==> src/rtl/rvv_pkg.sv <==
// rvv_pkg: RISC-V vector architectural types shared by the Spatz lanes.
package rvv_pkg;

    typedef enum logic [1:0] {
        EW_8  = 2'd0,
        EW_16 = 2'd1,
        EW_32 = 2'd2,
        EW_64 = 2'd3
    } vew_e;

endpackage

==> src/rtl/spatz_pkg.sv <==
// spatz_pkg: lane operation encoding and the lane sequencer FSM states.
package spatz_pkg;

    typedef enum logic [5:0] {
        VADD, VSUB, VRSUB, VAND, VOR, VXOR,
        VMIN, VMINU, VMAX, VMAXU,
        VMUL, VMULH, VMULHU,
        VDIV, VDIVU, VREM, VREMU,
        VADC, VSBC, VMADC, VMSBC,
        VSLL, VSRL, VSRA
    } op_e;

    typedef enum logic [1:0] {
        IDLE  = 2'd0,
        ISSUE = 2'd1,
        DRAIN = 2'd2
    } seq_state_e;

    // Only the add/sub-with-carry family consumes the per-element carry bit.
    function automatic logic has_carry(op_e op);
        return op == VADC || op == VSBC || op == VMADC || op == VMSBC;
    endfunction

endpackage

==> src/rtl/spatz_lane_sequencer.sv <==
// spatz_lane_sequencer: steps one vector request element by element through a
// SIMD lane and returns the results through a skid-free writeback register.
module spatz_lane_sequencer
    import spatz_pkg::*;
    import rvv_pkg::*;
#(
    parameter int unsigned Width = 32,
    parameter int unsigned MaxVl = 64,
    localparam int unsigned VlW  = $clog2(MaxVl + 1),
    localparam int unsigned IdxW = $clog2(MaxVl)
) (
    input  logic             clk_i,
    input  logic             rst_i,
    input  logic             req_valid_i,
    output logic             req_ready_o,
    input  op_e              req_op_i,
    input  logic [VlW-1:0]   req_vl_i,
    input  vew_e             req_sew_i,
    input  logic             req_signed_i,
    input  logic             opd_valid_i,
    output logic             opd_ready_o,
    input  logic [Width-1:0] opd_s1_i,
    input  logic [Width-1:0] opd_s2_i,
    input  logic [Width-1:0] opd_d_i,
    input  logic             opd_carry_i,
    output op_e              operation_o,
    output logic             operation_valid_o,
    output logic [Width-1:0] op_s1_o,
    output logic [Width-1:0] op_s2_o,
    output logic [Width-1:0] op_d_o,
    output logic             is_signed_o,
    output logic             carry_o,
    output vew_e             sew_o,
    input  logic [Width-1:0] result_i,
    input  logic             result_valid_i,
    output logic             result_ready_o,
    output logic             wb_valid_o,
    input  logic             wb_ready_i,
    output logic [Width-1:0] wb_data_o,
    output logic [IdxW-1:0]  wb_idx_o,
    output logic             wb_last_o,
    output logic             busy_o
);

    seq_state_e       state_q, state_d;
    op_e              op_q, op_d;
    vew_e             sew_q, sew_d;
    logic             signed_q, signed_d;
    logic [VlW-1:0]   vl_q, vl_d;
    logic [IdxW-1:0]  cnt_q, cnt_d;
    logic             wb_valid_q, wb_valid_d;
    logic [Width-1:0] wb_data_q, wb_data_d;
    logic [IdxW-1:0]  wb_idx_q, wb_idx_d;
    logic             wb_last_q, wb_last_d;
    logic             complete, is_last;

    assign is_last           = VlW'(cnt_q) == vl_q - VlW'(1);
    assign req_ready_o       = state_q == IDLE;
    assign operation_o       = op_q;
    assign sew_o             = sew_q;
    assign is_signed_o       = signed_q;
    assign op_s1_o           = opd_s1_i;
    assign op_s2_o           = opd_s2_i;
    assign op_d_o            = opd_d_i;
    assign carry_o           = has_carry(op_q) && opd_carry_i;
    assign operation_valid_o = state_q == ISSUE && opd_valid_i;
    // Hold the lane while the writeback register is full and not draining.
    assign result_ready_o    = state_q == ISSUE && (!wb_valid_q || wb_ready_i);
    assign complete          = result_valid_i && result_ready_o;
    assign opd_ready_o       = complete;
    assign wb_valid_o        = wb_valid_q;
    assign wb_data_o         = wb_data_q;
    assign wb_idx_o          = wb_idx_q;
    assign wb_last_o         = wb_last_q;
    assign busy_o            = state_q != IDLE || wb_valid_q;

    always_comb begin
        state_d    = state_q;
        op_d       = op_q;
        sew_d      = sew_q;
        signed_d   = signed_q;
        vl_d       = vl_q;
        cnt_d      = complete ? cnt_q + IdxW'(1) : cnt_q;
        wb_valid_d = complete || (wb_valid_q && !wb_ready_i);
        wb_data_d  = complete ? result_i : wb_data_q;
        wb_idx_d   = complete ? cnt_q : wb_idx_q;
        wb_last_d  = complete ? is_last : wb_last_q;
        unique case (state_q)
            IDLE: if (req_valid_i) begin
                op_d     = req_op_i;
                sew_d    = req_sew_i;
                signed_d = req_signed_i;
                vl_d     = req_vl_i;
                cnt_d    = '0;
                state_d  = req_vl_i != '0 ? ISSUE : IDLE;
            end
            ISSUE: if (complete && is_last) state_d = DRAIN;
            DRAIN: if (wb_valid_q && wb_ready_i && wb_last_q) state_d = IDLE;
            default: state_d = IDLE;
        endcase
    end

    always_ff @(posedge clk_i or posedge rst_i) begin
        if (rst_i) begin
            state_q    <= IDLE;
            op_q       <= op_e'('0);
            sew_q      <= vew_e'('0);
            signed_q   <= 1'b0;
            vl_q       <= '0;
            cnt_q      <= '0;
            wb_valid_q <= 1'b0;
            wb_data_q  <= '0;
            wb_idx_q   <= '0;
            wb_last_q  <= 1'b0;
        end else begin
            state_q    <= state_d;
            op_q       <= op_d;
            sew_q      <= sew_d;
            signed_q   <= signed_d;
            vl_q       <= vl_d;
            cnt_q      <= cnt_d;
            wb_valid_q <= wb_valid_d;
            wb_data_q  <= wb_data_d;
            wb_idx_q   <= wb_idx_d;
            wb_last_q  <= wb_last_d;
        end
    end

endmodule
==> config.mk <==
export PLATFORM = sky130hd
export DESIGN_NAME = spatz_lane_sequencer
export DESIGN_NICKNAME = d
export VERILOG_FILES = /design/src/rtl/rvv_pkg.sv /design/src/rtl/spatz_pkg.sv /design/src/rtl/spatz_lane_sequencer.sv
export SDC_FILE = /design/constraint.sdc
export NUM_CORES = 1
export LEC_CHECK = 0
export BUFFER_PORTS_ARGS = -buffer_cell sky130_fd_sc_hd__buf_2
export CAP_MARGIN = 40
export CORE_AREA = 4 4 115 117
export CTS_CLUSTER_DIAMETER = 200
export DETAILED_ROUTE_END_ITERATION = 6
export DIE_AREA = 0 0 119 121
export PLACE_DENSITY = 0.66
export SYNTH_ARGS = -nofsm -noshare
export SYNTH_HDL_FRONTEND = slang
export SYNTH_SLANG_ARGS = --single-unit
==> constraint.sdc <==
create_clock -name clk_i -period 5.6 [get_ports clk_i]
set_clock_uncertainty 0.1 [all_clocks]
set_input_delay 0.56 -clock clk_i [delete_from_list [all_inputs] [get_ports clk_i]]
set_output_delay 0.56 -clock clk_i [all_outputs]
set_load 0.02 [all_outputs]
# == Yosys cells after proc, flatten, opt, wreduce, memory -nomap -nowiden ==
# Cells that the tools add are included.
# word_totals
reg_bits,64
inputBits,151
out_inout_bits,151
word_cells,51
# op_classes
n_addsub,2
eq_ne,10
muxes,8
n_reduce_logical,21
# ops
op,n
$eq A6 B5 Y1 const B,4
$mux W6,3
$logic_and A1 B1 Y1,8
$eq A6 B7 Y1,1
$reduce_bool A7 Y1,1
$sub A7 B1 Y7 const B,1
$add A6 B1 Y6 const B,1
$logic_or A1 B1 Y1,6
$mux W2,3
$pmux W2 S3,1
$ne A2 B2 Y1 const B,2
$reduce_and A3 Y1,1
$eq A2 B1 Y1 const B,1
$eq A2 B2 Y1 const B,1
$logic_not A1 Y1,2
$logic_not A2 Y1,1
$ne A2 B1 Y1 const B,1
$reduce_and A2 Y1,1
$reduce_bool A2 Y1,1
$mux W1,1

# == Logic depth before layout (Yosys ltp) ==
# Gate-level depths: netlist of run 1.
# depth
word_depth,7
mapped_depth,8
depth_no_buf,6

# == Worst setup path before layout of run 1 ==
# No wires, ideal clock.
# synth_path
path_type,flip-flop to flip-flop
start,register vl_q[0]
end,register state_q[0]
setup_time_ps,126
arrival_time_ps,1749
required_ps,5374
path_slack_ps,3625
path_stages_with_launch,9
path_buffers,2
synth_period_minus_slack_ps,1975
path_cell_list,dfrtp_1 buf_2 inv_1 ha_1 clkbuf_2 o21ba_1 a221oi_1 o2111ai_1 o32a_1
# synth_via
elab_chain_cells,5
# synth_lines
element,line_no,source
"start, declared",spatz_lane_sequencer.sv:49,"logic [VlW-1:0] vl_q, vl_d;"
"start signal, assigned",spatz_lane_sequencer.sv:120,vl_q <= vl_d;
$sub A7 B1 Y7,spatz_lane_sequencer.sv:57,assign is_last = VlW'(cnt_q) == vl_q - VlW'(1);
$eq A6 B7 Y1,spatz_lane_sequencer.sv:57,
$logic_and A1 B1 Y1,spatz_lane_sequencer.sv:97,ISSUE: if (complete && is_last) state_d = DRAIN;
$ne A2 B1 Y1 (no line),-,
$reduce_and A3 Y1 (no line),-,
"end signal, assigned",spatz_lane_sequencer.sv:116,state_q <= state_d;
"end, declared",spatz_lane_sequencer.sv:45,"seq_state_e state_q, state_d;"
# Every way passes these cells.
# A chain may end at the register's enable or synchronous reset.

# == Worst setup path after layout of run 1 ==
# layout_path
start,input port wb_ready_i
end,output port opd_ready_o
# layout_via
elab_chain_cells,3
# layout_lines
element,line_no,source
"start, declared",spatz_lane_sequencer.sv:38,"input logic wb_ready_i,"
$logic_or A1 B1 Y1,spatz_lane_sequencer.sv:68,assign result_ready_o = state_q == ISSUE && (!wb_valid_q || wb_ready_i);
$logic_and A1 B1 Y1,spatz_lane_sequencer.sv:68,
$logic_and A1 B1 Y1,spatz_lane_sequencer.sv:69,assign complete = result_valid_i && result_ready_o;
"end, declared",spatz_lane_sequencer.sv:21,"output logic opd_ready_o,"
# Every way passes these cells.

==> impl_metrics.env, run 1 <==
export IMPL_clk_pin_slew_ns=0.05
export IMPL_r2r_start="state_q[1]"
export IMPL_synth_cells=384
export IMPL_hold_viol_final=0
export IMPL_maxCapViolations=0
export IMPL_layout_common_cells="nand2_1, buf_2, dfrtp_1"
export IMPL_first_global_vias=2583
export IMPL_hold_depth=3
export IMPL_drc=0
export IMPL_ioPinCount=302
export IMPL_post_cts_resized=0
export IMPL_setup_viol=0
export IMPL_root_buffer="clkbuf_16"
export IMPL_cts_sinks=64
export IMPL_finalSetupTns_ns=0
export IMPL_hpwl_um=6170
export IMPL_syn_num_nets=537
export IMPL_synthArstFlopShare_pct=100
export IMPL_die_area_mm2=0.0144
export IMPL_detail_route_antenna_nets=0
export IMPL_worstSetupPathType="primary input to output pin"
export IMPL_antennaDiodeCount=0
export IMPL_yosys_warnings=0
export IMPL_met2_usage_pct=18.4
export IMPL_hold_end="wb_data_o[1]"
export IMPL_outcome="completed"
export IMPL_tightest_slew_ns=0.832
export IMPL_cts_tree="yes"
export IMPL_fmaxAchievable_ghz=0.342
export IMPL_avgRoutedWirePerCell_um=14.2
export IMPL_clock_latency_ns=0.32
export IMPL_clockBufferDepth=2
export IMPL_layout_drive_gt1_share_pct=36.2
export IMPL_grt_met1_usage_pct=12.6
export IMPL_drv_slew=0
export IMPL_grt_pass1_wl_um=13000
export IMPL_seq_area_frac_synth_pct=45.6
export IMPL_mostFrequentLayoutCell="nand2_1"
export IMPL_routabilityCongestion=0.781
export IMPL_area_delta_synth_final_pct=9.62
export IMPL_synth_edf_count=0
export IMPL_worst_setup_path_end_kind="output pin"
export IMPL_antenna_found_initial=0
export IMPL_fillers=1292
export IMPL_dr_pass1_iters=5
export IMPL_fin_util_pct=31.1
export IMPL_final_nets=551
export IMPL_use_met3_pct=2.98
export IMPL_drt_wl_total_um=8170
export IMPL_io_buffer_count=109
export IMPL_placedCellCount=559
export IMPL_cts_setup_buffers=0
export IMPL_p_per_area_mw_per_mm2=606
export IMPL_hp_start="result_i[1]"
export IMPL_grt_overflow_total=0
export IMPL_fin_crit_ns=2.93
export IMPL_via_count=2523
export IMPL_start_util_pct=28.4
export IMPL_hold_path_class="primary input to flip-flop"
export IMPL_grt_max_degree=65
export IMPL_grt_usage_pct=11.4
export IMPL_synth_top_area_share_pct=45.6
export IMPL_core_area_mm2=0.0124
export IMPL_postSynthAreaPerCell_um2=9.15
export IMPL_rrSetupSlack_ns=3.18
export IMPL_synthFlopType="dfrtp_1"
export IMPL_r2r_end="state_q[0]"
export IMPL_min_period_over_period_pct=52.3
export IMPL_synth_seq_cells=64
export IMPL_arrival_ns=2.27
export IMPL_cp_max_fo=36
export IMPL_p_leak_nw=1.99
export IMPL_synth_area_leaders="dfrtp_1, buf_4, nand2_1"
export IMPL_drt_iter0_drc=128
export IMPL_maxSlewHeadroom_pct=44.5
export IMPL_cp_start_kind="primary input"
export IMPL_vdd_drop_max_v=0.000237
export IMPL_die_w_um=119
export IMPL_grt_setup_unrepaired="false"
export IMPL_viasPerCell=4.39
export IMPL_fp_dieH_um=121
export IMPL_cts_buffers=9
export IMPL_synth_largest_area_cell="dfrtp_1"
export IMPL_cp_required_ns=4.94
export IMPL_h_tree_depth=3
export IMPL_synth_area_mm2=0.00351
export IMPL_ctsHoldBuffers=0
export IMPL_num_rows=41
export IMPL_yosys_cell_types_count=40
export IMPL_reg2reg_depth=7
export IMPL_grt_most_used_layer="met2"
export IMPL_finalNonFillerCells=575
## power by group
part / internal [W] / switching (W) / total, W / leakage [nW]
Sequential: 0.000667 / 0.000165 / 0.000832 / 0.793
Clock: 0.000342 / 0.000195 / 0.000536 / 0.138
Combinational: 0.000378 / 0.000586 / 0.000964 / 1.05
Total: 0.00139 / 0.000946 / 0.00233 / 1.99
## registers in the layout, summed over array words and instances, names as in the netlist
name,count
cnt_q,6
is_signed_o,1
operation_o,6
sew_o,2
state_q,2
vl_q,7
wb_data_o,32
wb_idx_o,6
wb_last_o,1
wb_valid_o,1
## routing by layer
layer / part of all wire (%) / wire length [um]
met5: 0 / 0
met4: 5.4 / 443
met3: 6.2 / 506
met2: 51 / 4130
met1: 38 / 3090
## worst max path at each step
stage | from | endpoint | slack, ns | cells past startpoint
finish | wb_ready_i | opd_ready_o | 2.67 | 7
global route | wb_valid_o | opd_ready_o | 2.53 | 6
CTS | wb_ready_i | opd_ready_o | 2.65 | 7
detailed placement | wb_ready_i | opd_ready_o | 2.63 | 7
global placement | wb_ready_i | opd_ready_o | 1.78 | 5
floorplan | rst_i | cnt_q[0] | 3.34 | 1
## Yosys cell counts, types with 2 or more instances
library cell    n
o31ai_1         3
mux2_2         13
xor2_1          4
buf_4          96
inv_1           4
nor4_1          2
a21boi_0        2
and2_1          3
nand2b_1        2
clkbuf_1        6
nor2_1          8
a21oi_1         5
ha_1            2
o21ai_0         6
nor3_1          3
nand3_1         3
or3_1           3
nand2_1       125
dfrtp_1        64
xnor2_1         5
buf_2           6
## worst max-delay path: stages
cell and delay, ns:
buf_2 0.10, nand2b_1 0.20, nand3_2 0.26, buf_12 0.23, clkinv_1 0.40, buf_16 0.32
buf_2 0.17
## cell families (layout without fill, tap and decap cells)
family / count (synthesis) / count (layout) / synth area share (%)
and+or+nand+nor: 158 / 158 / 19.5
buffers and inverters: 115 / 134 / 22.8
DFF: 64 / 64 / 45.6
AOI/OAI and AO/OA: 23 / 23 / 4.95
muxes: 13 / 13 / 4.17
xor gates and xnor gates: 9 / 9 / 2.24
adders and majority gates: 2 / 2 / 0.712
## stage by stage
step	area, um^2	setup WS, ns	total power [W]	hold WS, ns
2_1_floorplan	3510	3.34	0.00156	0.409
3_5_place_dp	3560	2.63	0.00181	0.357
6_report	3850	2.67	0.00233	0.325
4_1_cts	3850	2.65	0.00236	0.315
5_1_grt	3850	2.53	0.00249	0.316
3_3_place_gp	3500	1.78	0.00175	0.358
## final cells by class
cell class | instances | area (um^2) | area share [%]
Clock inverter | 6 | 60.1 | 1.56
Sequential cell | 64 | 1600 | 41.6
Tap cell | 172 | 215 | 5.59
Multi-Input combinational cell | 205 | 1110 | 28.8
Inverter | 5 | 18.8 | 0.487
Clock buffer | 10 | 229 | 5.95
Timing Repair Buffer | 113 | 616 | 16.0
Power figures use the tool's default switching activity.
==> run 2, diff against run 1 <==
- CORE_AREA: 4 4 115 117 -> 4 4 116 118
- DIE_AREA: 0 0 119 121 -> 0 0 120 122
- clock period: 5.6 -> 2.7 ns (I/O delays scaled with it)
==> impl_metrics.env, run 2 (same netlist as run 1, synthesis figures left out) <==
export IMPL_grt_max_degree=65
export IMPL_first_global_vias=2548
export IMPL_die_w_um=120
export IMPL_via_count=2464
export IMPL_clk_pin_slew_ns=0.06
export IMPL_power_w=0.00511
export IMPL_root_buffer="clkbuf_16"
export IMPL_routabilityCongestion=0.717
export IMPL_timing_hold_ws_ns=0.0361
export IMPL_vdd_drop_max_v=0.000436
export IMPL_finalNonFillerCells=578
export IMPL_antenna_found_initial=0
export IMPL_area_delta_synth_final_pct=11.4
export IMPL_h_tree_depth=3
export IMPL_drt_wl_total_um=7670
export IMPL_arrival_ns=2.31
export IMPL_ctsHoldBuffers=0
export IMPL_placed_cell_area_mm2=0.00354
export IMPL_worst_setup_path_end_kind="flip-flop"
export IMPL_drc=0
export IMPL_maxSlewHeadroom_pct=47.0
export IMPL_p_leak_nw=2.02
export IMPL_avgRoutedWirePerCell_um=13.3
export IMPL_cts_sinks=64
export IMPL_layout_common_cells="nand2_1, buf_2, dfrtp_1"
export IMPL_fp_dieH_um=122
export IMPL_antennaDiodeCount=0
export IMPL_viasPerCell=4.26
export IMPL_io_buffer_count=109
export IMPL_post_cts_resized=0
export IMPL_num_rows=41
export IMPL_maxCapViolations=0
export IMPL_detail_route_antenna_nets=0
export IMPL_drv_slew=0
export IMPL_start_util_pct=28.2
export IMPL_setup_viol=0
export IMPL_hpwl_um=5780
export IMPL_tightest_slew_ns=0.795
export IMPL_final_nets=554
export IMPL_cts_tree="yes"
export IMPL_grt_pass1_wl_um=12800
export IMPL_fin_area_mm2=0.00391
export IMPL_worstSetupPathType="flip-flop to flip-flop"
export IMPL_mostFrequentLayoutCell="nand2_1"
export IMPL_cp_max_fo=8
export IMPL_grt_setup_unrepaired="false"
export IMPL_slowest_stage="dfrtp_1"
export IMPL_path_cells="inv_1 -> ha_1 -> o21ba_1 -> a221oi_1 -> o2111ai_1 -> o32a_1"
export IMPL_largest_reg_flops=32
export IMPL_cp_slowest_stage_delay_ns=0.47
export IMPL_dr_pass1_iters=4
export IMPL_outcome="completed"
export IMPL_hold_path_class="primary input to flip-flop"
export IMPL_grt_usage_pct=11.0
export IMPL_fmaxAchievable_ghz=0.454
export IMPL_ioPinCount=302
export IMPL_die_area_mm2=0.0146
export IMPL_hold_viol_final=0
export IMPL_grt_overflow_total=0
export IMPL_fin_crit_ns=2.20
export IMPL_clock_latency_ns=0.33
export IMPL_min_period_over_period_pct=81.5
export IMPL_clockBufferDepth=2
export IMPL_core_area_mm2=0.0125
export IMPL_cts_buffers=9
export IMPL_cp_start_kind="flip-flop"
export IMPL_placedCellCount=562
export IMPL_cts_setup_buffers=0
export IMPL_drt_iter0_drc=95
export IMPL_finalSetupTns_ns=0
export IMPL_layout_drive_gt1_share_pct=36.9
export IMPL_cp_required_ns=2.81
export IMPL_p_per_area_mw_per_mm2=1310
[run 2: changes by cell type in the layout (fill, tap and decap cells not counted), sizes merged]
| cell | delta |
|---|---|
| buf | +3 |
| bufinv | +3 |
| clkinv | -2 |
| clkbuf | -1 |
[run 2: final timing paths]
| kind | slack, ns | endpoint | start | cells past startpoint |
|---|---|---|---|---|
| setup reg to reg | 0.50 | state_q[0] | vl_q[0] | 6 |
| setup / recovery | 0.50 | state_q[0] | vl_q[0] | 6 |
| hold / removal | 0.04 | wb_data_o[7] | result_i[7] | 3 |
| min in group asynchronous | 0.06 | wb_data_o[29] | rst_i | 3 |
| max in group asynchronous | 1.90 | cnt_q[1] | rst_i | 3 |
| hold reg to reg | 0.37 | wb_data_o[4] | wb_data_o[4] | 2 |
[run 2: critical path, delay by kind of cell, from the launching register on]
kind | cells | cell delay (ns)
DFF | 1 | 0.47
AOI/OAI and AO/OA | 4 | 1.13
buffers and inverters | 1 | 0.10
adders and majority gates | 1 | 0.30
[run 2: layout make-up]
cell class,instances,area (um^2)
Clock buffer,9,225
Clock inverter,7,144
Fill cell,1319,8550
Inverter,5,18.8
Multi-Input combinational cell,205,1110
Sequential cell,64,1600
Tap cell,172,215
Timing Repair Buffer,116,598
[run 2: power by group]
group          leakage [nW]  internal [W]  switching [W]
Sequential            0.793       0.00138       0.000332
Combinational          1.05      0.000762        0.00121
Clock                 0.172      0.000996       0.000426
[run 2: routing by layer]
metal	track usage (%)	vias to the layer above	wire (um)
met2	17.5	105	3730
li1	-	1159	-
met4	6.59	0	269
met3	4.18	35	571
met5	0	-	0
met1	12.5	1165	3100
[run 2: through the flow]
stage | util, % | worst slack [ns]
5_1_grt | 31.4 | 0.396
3_3_place_gp | 28.4 | 0.673
2_1_floorplan | - | 0.725
6_report | 31.4 | 0.500
3_5_place_dp | 28.4 | 0.551
4_1_cts | 31.4 | 0.527
==> run 3, diff against run 2 <==
- CORE_AREA: 4 4 116 118 -> 4 4 115 117
- DIE_AREA: 0 0 120 122 -> 0 0 119 121
- PLACE_DENSITY: 0.66 -> 0.69
- clock period: 2.7 -> 2 ns (I/O delays scaled with it)
==> impl_metrics.env, run 3 (same netlist as run 1, synthesis figures left out) <==
export IMPL_via_count=2652
export IMPL_clock_latency_ns=0.33
export IMPL_fin_area_mm2=0.00431
export IMPL_io_buffer_count=109
export IMPL_hpwl_um=6290
export IMPL_worstSetupPathType="flip-flop to flip-flop"
export IMPL_hold_path_class="primary input to flip-flop"
export IMPL_drt_wl_total_um=8630
export IMPL_grt_overflow_total=0
export IMPL_drt_iter0_drc=69
export IMPL_tightest_slew_ns=0.563
export IMPL_path_cells="inv_1 -> ha_2 -> o21ba_1 -> a221oi_1 -> o2111ai_2 -> o32a_1"
export IMPL_hold_viol_final=0
export IMPL_grt_usage_pct=12.1
export IMPL_critPathTopFamily="compound AO/OA/AOI/OAI gates"
export IMPL_grt_max_degree=28
export IMPL_finalSetupTns_ns=0
export IMPL_cts_buffers=9
export IMPL_detail_route_antenna_nets=0
export IMPL_cts_tree="yes"
export IMPL_maxSlewHeadroom_pct=62.4
export IMPL_ioPinCount=302
export IMPL_mostFrequentLayoutCell="nand2_1"
export IMPL_setup_viol=0
export IMPL_layout_common_cells="nand2_1, buf_2, dfrtp_1"
export IMPL_largest_reg_flops=32
export IMPL_core_area_mm2=0.0124
export IMPL_avgRoutedWirePerCell_um=13.9
export IMPL_antenna_found_initial=0
export IMPL_area_delta_synth_final_pct=22.7
export IMPL_die_w_um=119
export IMPL_cp_max_fo=7
export IMPL_first_global_vias=2804
export IMPL_placed_cell_area_mm2=0.00359
export IMPL_grt_pass1_wl_um=13700
export IMPL_worst_path_buf_inv=1
export IMPL_timing_hold_ws_ns=0.0151
export IMPL_dr_pass1_iters=4
export IMPL_power_w=0.00668
export IMPL_start_util_pct=28.4
export IMPL_root_buffer="clkbuf_16"
export IMPL_cts_sinks=64
export IMPL_cp_required_ns=2.11
export IMPL_clk_pin_slew_ns=0.05
export IMPL_p_leak_nw=2.19
export IMPL_viasPerCell=4.26
export IMPL_drc=0
export IMPL_slowest_stage="dfrtp_1"
export IMPL_cp_slowest_stage_delay_ns=0.36
export IMPL_p_per_area_mw_per_mm2=1550
export IMPL_min_period_over_period_pct=95.6
export IMPL_drv_slew=0
export IMPL_fin_crit_ns=1.91
export IMPL_arrival_ns=2.02
export IMPL_worst_setup_path_end_kind="flip-flop"
export IMPL_fp_dieH_um=121
export IMPL_outcome="completed"
export IMPL_h_tree_depth=3
export IMPL_final_nets=598
export IMPL_vdd_drop_max_v=0.000754
export IMPL_num_rows=41
export IMPL_layout_drive_gt1_share_pct=34.4
export IMPL_grt_setup_unrepaired="false"
export IMPL_die_area_mm2=0.0144
export IMPL_antennaDiodeCount=0
export IMPL_routabilityCongestion=0.754
export IMPL_fmaxAchievable_ghz=0.523
export IMPL_clockBufferDepth=2
export IMPL_cp_start_kind="flip-flop"
export IMPL_maxCapViolations=0
run 3: metal layers:
metal	share of wire, %	track usage [%]
met2	54	21.6
met4	3.9	7.53
met3	7.5	4.57
met5	0	0
met1	34	11.7
run 3: stage by stage:
| stage | cells | worst slack (ns) | util [%] |
|---|---|---|---|
| after floorplan | 384 | 0.0246 | - |
| after global placement | 565 | 0.128 | 29.0 |
| after detailed placement | 565 | 0.0550 | 29.0 |
| after CTS | 622 | 0.0157 | 34.8 |
| after global routing | 622 | 0.0169 | 34.9 |
| final | 622 | 0.0870 | 34.9 |
run 3: timing repair:
| item | CTS | global route |
|---|---|---|
| hold endpoints to repair | 64 | 0 |
| hold buffers | 41 | 0 |
| setup endpoints to repair | 1 | 2 |
| setup buffers | 0 | 0 |
| gates resized for setup | 1 | 2 |
| pin swaps | 0 | 0 |
run 3: path summary, 6_finish.rpt:
check	start	end	slack, ns	depth (start not counted)
max	vl_q[0]	state_q[0]	0.09	6
min	req_vl_i[1]	vl_q[1]	0.02	3
max reg2reg	vl_q[0]	state_q[0]	0.09	6
min reg2reg	wb_idx_o[0]	wb_idx_o[0]	0.37	2
max in group asynchronous	rst_i	operation_o[1]	0.77	4
min in group asynchronous	rst_i	wb_data_o[25]	0.38	3
run 3: layout make-up:
| class | count | area, um^2 |
|---|---|---|
| clock inverters | 5 | 56.3 |
| inverters | 5 | 20.0 |
| fillers | 1241 | 8050 |
| well taps | 172 | 215 |
| repair buffers | 160 | 1060 |
| clock buffers | 11 | 243 |
| multi-input cells | 205 | 1120 |
| flip-flops and latches | 64 | 1600 |
run 3: worst min-delay path: cells and delay by family:
kind	cells	cell delay, ns
buffers and inverters	1	0.09
AO/OA/AOI/OAI	1	0.06
AND/OR/NAND/NOR	1	0.04
run 3: power by group:
group	internal [W]	total [W]	switching, W	leakage (nW)
Combinational	0.00114	0.00285	0.00171	1.25
Sequential	0.00187	0.00229	0.000425	0.793
Clock	0.000995	0.00154	0.000544	0.145
Total	0.00401	0.00668	0.00268	2.19
